### src/rtl/fifo_delay_reader.sv
// Drains a registered-output FIFO one word at a time and re-presents each word on
// a valid/ready port with a programmable idle gap. Optional stats: FIFO_RDR_STATS_EN.
module fifo_delay_reader #(
  parameter int DATA_WIDTH = 4,
  parameter int GAP_WIDTH  = 4,
  parameter int CNT_WIDTH  = 8
) (
  input  logic                  clk,
  input  logic                  rst,
  input  logic                  enable,
  input  logic                  fifo_empty,
  input  logic [DATA_WIDTH-1:0] fifo_data,
  output logic                  fifo_read_en,
  input  logic [GAP_WIDTH-1:0]  gap_cycles,
  output logic [DATA_WIDTH-1:0] out_data,
  output logic                  out_valid,
  input  logic                  out_ready,
  output logic                  busy
`ifdef FIFO_RDR_STATS_EN
  ,
  output logic [CNT_WIDTH-1:0]  word_count
`endif
);

  typedef enum logic [2:0] {
    ST_IDLE,
    ST_REQ,
    ST_CAPT,
    ST_PRESENT,
    ST_GAP
  } state_t;

  state_t                r_state;
  state_t                w_state_next;
  logic [DATA_WIDTH-1:0] r_out_data;
  logic                  r_out_valid;
  logic [GAP_WIDTH-1:0]  r_gap_cnt;
  logic                  w_accept;

  assign w_accept = (r_state == ST_PRESENT) && r_out_valid && out_ready;

  // NOTE: every register in this file uses non-blocking assignments so all
  // flops sample pre-edge values, independent of always-block ordering.
  always_ff @(posedge clk or posedge rst) begin
    if (rst) begin
      r_state <= ST_IDLE;
    end else begin
      r_state <= w_state_next;
    end
  end

  // NOTE: every combinational output gets a default before the case so no
  // path leaves it unassigned, which would infer a latch.
  always_comb begin
    w_state_next = r_state;
    fifo_read_en = 1'b0;
    case (r_state)
      ST_IDLE: begin
        if (enable && !fifo_empty) begin
          w_state_next = ST_REQ;
        end
      end
      ST_REQ: begin
        fifo_read_en = 1'b1;
        w_state_next = ST_CAPT;
      end
      ST_CAPT: begin
        w_state_next = ST_PRESENT;
      end
      ST_PRESENT: begin
        if (w_accept) begin
          w_state_next = (gap_cycles != '0) ? ST_GAP : ST_IDLE;
        end
      end
      ST_GAP: begin
        // Counter holds the remaining gap cycles including the current one.
        if (r_gap_cnt <= GAP_WIDTH'(1)) begin
          w_state_next = ST_IDLE;
        end
      end
      default: begin
        w_state_next = ST_IDLE;
      end
    endcase
  end

  always_ff @(posedge clk or posedge rst) begin
    if (rst) begin
      r_out_data  <= '0;
      r_out_valid <= 1'b0;
      r_gap_cnt   <= '0;
    end else begin
      if (r_state == ST_CAPT) begin
        r_out_data  <= fifo_data;
        r_out_valid <= 1'b1;
      end
      if (w_accept) begin
        r_out_valid <= 1'b0;
        r_gap_cnt   <= gap_cycles;
      end else if (r_state == ST_GAP && r_gap_cnt != '0) begin
        r_gap_cnt <= r_gap_cnt - GAP_WIDTH'(1);
      end
    end
  end

`ifdef FIFO_RDR_STATS_EN
  logic [CNT_WIDTH-1:0] r_word_count;

  // Saturating: stays at all-ones instead of wrapping.
  always_ff @(posedge clk or posedge rst) begin
    if (rst) begin
      r_word_count <= '0;
    end else if (w_accept && r_word_count != {CNT_WIDTH{1'b1}}) begin
      r_word_count <= r_word_count + CNT_WIDTH'(1);
    end
  end

  assign word_count = r_word_count;
`else
  // CNT_WIDTH stays a parameter so both builds share one instantiation shape.
  if (CNT_WIDTH < 1) begin : g_cnt_width_unused
  end
`endif

  assign out_data  = r_out_data;
  assign out_valid = r_out_valid;
  assign busy      = (r_state != ST_IDLE);

endmodule

### config.mk
export PLATFORM = sky130hd
export DESIGN_NAME = fifo_delay_reader
export DESIGN_NICKNAME = d
export VERILOG_FILES = /design/src/rtl/fifo_delay_reader.sv
export SDC_FILE = /design/constraint.sdc
export NUM_CORES = 1
export LEC_CHECK = 0
export CAP_MARGIN = 25
export CORE_AREA = 3 3 40 42
export CTS_BUF_LIST = sky130_fd_sc_hd__clkbuf_16
export CTS_CLUSTER_SIZE = 24
export DETAILED_ROUTE_END_ITERATION = 16
export DIE_AREA = 0 0 43 45
export DONT_BUFFER_PORTS = 1
export PLACE_DENSITY = 0.62
export SYNTH_ARGS = -nofsm -noshare
export SYNTH_HDL_FRONTEND = slang
export SYNTH_SLANG_ARGS = --single-unit
### constraint.sdc
create_clock -name clk -period 2.1 [get_ports clk]
set_input_delay 0.315 -clock clk [delete_from_list [all_inputs] [get_ports clk]]
set_output_delay 0.315 -clock clk [all_outputs]
set_load 0.1 [all_outputs]
# ---- After elaboration in Yosys (flattened, before gate mapping)
# Cells that the tools add are included.
dict set report word_totals {
  out_inout_bits 7
  elab_cells 35
  in_bits 13
  reg_bits 12
}
dict set report classes {
  n_eq_ne 7
  muxes 10
  reduce_logical 12
  order_cmp 1
  add_sub_neg 1
}
# op count
set op_table {}
lappend op_table {{one-hot mux 3 bit (5 select lines)} 1}
lappend op_table {{2-to-1 mux 3 bit} 4}
lappend op_table {{2-to-1 mux 4 bit} 2}
lappend op_table {{nonzero test 4 bit} 2}
lappend op_table {{== test 3 x 2 -> 1 bit, second input constant} 2}
lappend op_table {{inequality test 2 bit, second input constant} 3}
lappend op_table {{less-or-equal comparator 4 x 1 -> 1 bit, second input constant} 1}
lappend op_table {{logical AND 1 bit} 4}
lappend op_table {{nonzero test 2 bit} 2}
lappend op_table {{subtractor 4 x 1 -> 4 bit, second input constant} 1}
lappend op_table {{== test 3 x 1 -> 1 bit, second input constant} 1}
lappend op_table {{== test 3 bit, second input constant} 1}
lappend op_table {{logical NOT 3 bit} 1}
lappend op_table {{2-to-1 mux 1 bit} 3}
lappend op_table {{AND reduction 3 bit} 1}
lappend op_table {{nonzero test 3 bit} 1}
lappend op_table {{logical NOT 1 bit} 1}

# ---- Depth between registers and ports, before layout
dict set report logic_depth {
  word_depth 5
  ltp_mapped 6
  mapped_depth_nobuf 6
}

# ---- Least setup slack after synthesis
# OpenSTA, ideal clock, no wires.
dict set report synth_path {
  path_kind {reg2out}
  start {register r_state[2]}
  end {output port fifo_read_en}
  n_path_buf 0
  required_ns 1.785
  path_stages_with_launch 2
  arrival_time_ns 2.698
  setup_slack_ns -0.913
  cell_sequence {dfrtp_1 -> nor3b_1}
}
dict set report synth_between {
  elab_chain_len 2
}
# element line_no
set synth_rtl {}
lappend synth_rtl {{start: declaration} 33} ;# state_t r_state;
lappend synth_rtl {{start signal: assignment} 48} ;# r_state <= w_state_next;
lappend synth_rtl {{== test 3 x 1 -> 1 bit} 57} ;# case (r_state)
lappend synth_rtl {{2-to-1 mux 1 bit} 57}
lappend synth_rtl {{end: declaration} 13} ;# output logic fifo_read_en,
# No other way between the ends.

# ---- Worst setup path in the final report
dict set report layout_path {
  start {register r_state[2]}
  end {output port busy}
}
dict set report layout_between {
  elab_chain_len 1
}
# element line_no
set layout_rtl {}
lappend layout_rtl {{nonzero test 3 bit} 127} ;# assign busy = (r_state != ST_IDLE);
lappend layout_rtl {{end: declaration} 18} ;# output logic busy
# No other way between the ends.

==> metrics.csv <==
stage,metric,value,unit
setup_path,critical path endpoint category,primary output,
place,PortBufs,0,
cts,H-tree depth,1,
setup_path,WP buf/inv,0,
cts,Num CTS Buffers,3,
yosys,dominant synthesized flop cell,dfrtp_1,
floorplanning,Ports,20,
global_routing,"Remaining Overflow, GRT",0,
sta,pin slew with the least headroom to its limit,893,ps
status,status,finished clean,
final_layout,"commonest non-fill, non-tap cell in the layout",dfrtp_1,
place,DP HPWL,867,um
yosys,Post-synth EDFFs,0,
sta,Final Critical Period,1810,ps
global_routing,GRT met2 Usage,0.204,
yosys,syn avg cell area,11.4,um2
setup_path,kind of critical path,flip-flop to primary output,
setup_path,CP Launch Type,flip-flop,
cts,post-CTS resize count,0,
global_routing,GRT Util Overall,0.139,
final_layout,area of the multi-input gates,332,um2
sta,TNS Setup,0,ps
setup_path,critical path's slowest cell,or3_2,
floorplanning,die width,43,um
yosys,area share of the largest cell type after synthesis,0.462,
drt,DRT Wirelength,1090,um
final_layout,most frequent cells in the layout,"12 x dfrtp_1, 6 x nor2_1, 5 x inv_1, 4 x nand2_1, 4 x mux2_2",
setup_path,"delay-heaviest family, CP",simple AND/OR/NAND/NOR gates,
min_path,hold path cells,2,
floorplanning,Die ar.,1940,um2
setup_path,CP max stage delay,770,ps
run,Max-cap violations,0,
setup_path,FF-to-FF path depth,6,
place,GPL Wtd Cong,0.732,
global_routing,vias in the first global route,453,
yosys,top cell type by total area after synthesis,dfrtp_1,
global_routing,met3 usage,0.0398,
drt,via count,445,
yosys,Netlist cell types,22,
final_layout,Antenna Cells,0,
cts,Root Driver,clkbuf_16,
yosys,largest cells by area after synthesis,"dfrtp_1 46%, mux2_2 6.9%, ha_1 5.8%, o311ai_4 4.0%, a221o_2 3.5%",
cts,CTS clock-pin slew for the worst setup and hold paths,40,ps
global_routing,largest net degree at the start of global routing,13,
setup_path,maximum fanout along the worst path,7,
final_layout,Layout Nets,80,
sta,Tcrit/Tclk final,0.861,
global_routing,global-route wire length before repair,1870,um
sta,Final Hold Viols,0,
cts,post-CTS setup buffer count,0,
setup_path,crit path cell chain,or3_2,
yosys,share of the yosys chip area belonging to registers,0.462,
sta,Worst slew margin,0.404,
drt,Vias per Instance,5.78,
setup_path,CP arrival,1490,ps
sta,Max Slew Vio Count,0,
cts,later-pin clock latency in the skew report,230,ps
yosys,asr flop ratio synth,1.00,
final_layout,layout cells sized above 1,0.258,
yosys,post-synthesis instance total,57,
drt,router iterations before antenna repair,4,
global_routing,GRT met1 Usage,0.164,
floorplanning,Die Y-Extent,45,um
final_layout,Area Overhead vs Synth,18.3,%
yosys,net count after synthesis,73,
min_path,HP Class,input pin to flip-flop,
drt,DRC viols,0,
floorplanning,Core Region,1280,um2
final_layout,# fillers,118,
sta,Max Fclk,553,MHz
floorplanning,Initial Util,0.506,
setup_path,CP required,1780,ps
cts,total clock sinks,12,
global_routing,GRT busiest layer,met2,
yosys,Syn Std Cell Area,651,um2
sta,RSZ-0062 raised after global routing,no,
cts,hold buffers post-CTS,1,
drt,initial DRC count,9,
cts,clock buffer depth,2,
global_routing,antenna violations before repair,0,
drt,antenna-violating nets left,0,
cts,CTS tree,yes,
setup_path,WP depth,1,
floorplanning,Rows,13,
yosys,Yosys warnings,0,
sta,final setup fails,0,
final_layout,register area,300,um2
yosys,Yosys reg bits,12,
drt,routed length per instance,14.1,um
sta,Setup Skew,1.38,ps
-- flip-flops by register name, summed over array words and instances, names as in the netlist --
name       cells
out_data       4
out_valid      1
r_gap_cnt      4
r_state        3
-- worst paths after layout --
check / slack, ps / end / from
setup / recovery: 290 / busy / r_state[2]
hold / removal: 220 / r_state[2] / gap_cycles[2]
setup reg to reg: 480 / r_gap_cnt[3] / r_gap_cnt[0]
hold reg to reg: 550 / r_gap_cnt[1] / r_gap_cnt[1]
max in group asynchronous: 1260 / out_data[3] / rst
min in group asynchronous: 530 / r_gap_cnt[3] / rst
-- metal layers --
layer  vias up  share of wire
met5         -              0
met4         0          0.041
met3         4          0.087
met2        20           0.43
met1       205           0.44
li1        216              -
-- kinds of logic after synthesis --
kind of cell    after synthesis  share of synthesized area
compound gates               10                      0.165
fa+ha+maj                     3                     0.0577
buf+inv                       6                     0.0462
flops                        12                      0.462
mux                           6                      0.100
simple gates                 20                      0.169
-- layout make-up --
cell class	instances	area share
multi-input combinational	39	0.431
sequential	12	0.390
clock buffer	3	0.0976
timing repair buffer	3	0.0325
inverter	5	0.0244
tap	15	0.0244
-- synthesized netlist by cell type (all sizes together) (2+ instances only) --
| cell | instances |
|---|---|
| nor3 | 2 |
| mux2 | 4 |
| mux2i | 2 |
| o311ai | 2 |
| nor2 | 6 |
| ha | 3 |
| nor2b | 3 |
| dfrtp | 12 |
| nor3b | 3 |
| a221o | 4 |
| nand2 | 4 |
| inv | 5 |
-- metrics by stage --
step,hold WS [ps],area (um2),worst slack [ps],utilization,cells
after detailed placement,235,684,469,0.533,73
after floorplan,180,656,78.2,-,57
final,222,769,292,0.599,77
after global routing,227,769,259,0.599,77
after CTS,221,769,284,0.599,77
after global placement,234,684,513,0.533,73
Power is not shown: default switching activity piles up to over one toggle a cycle in this logic, so the estimate is an artifact.
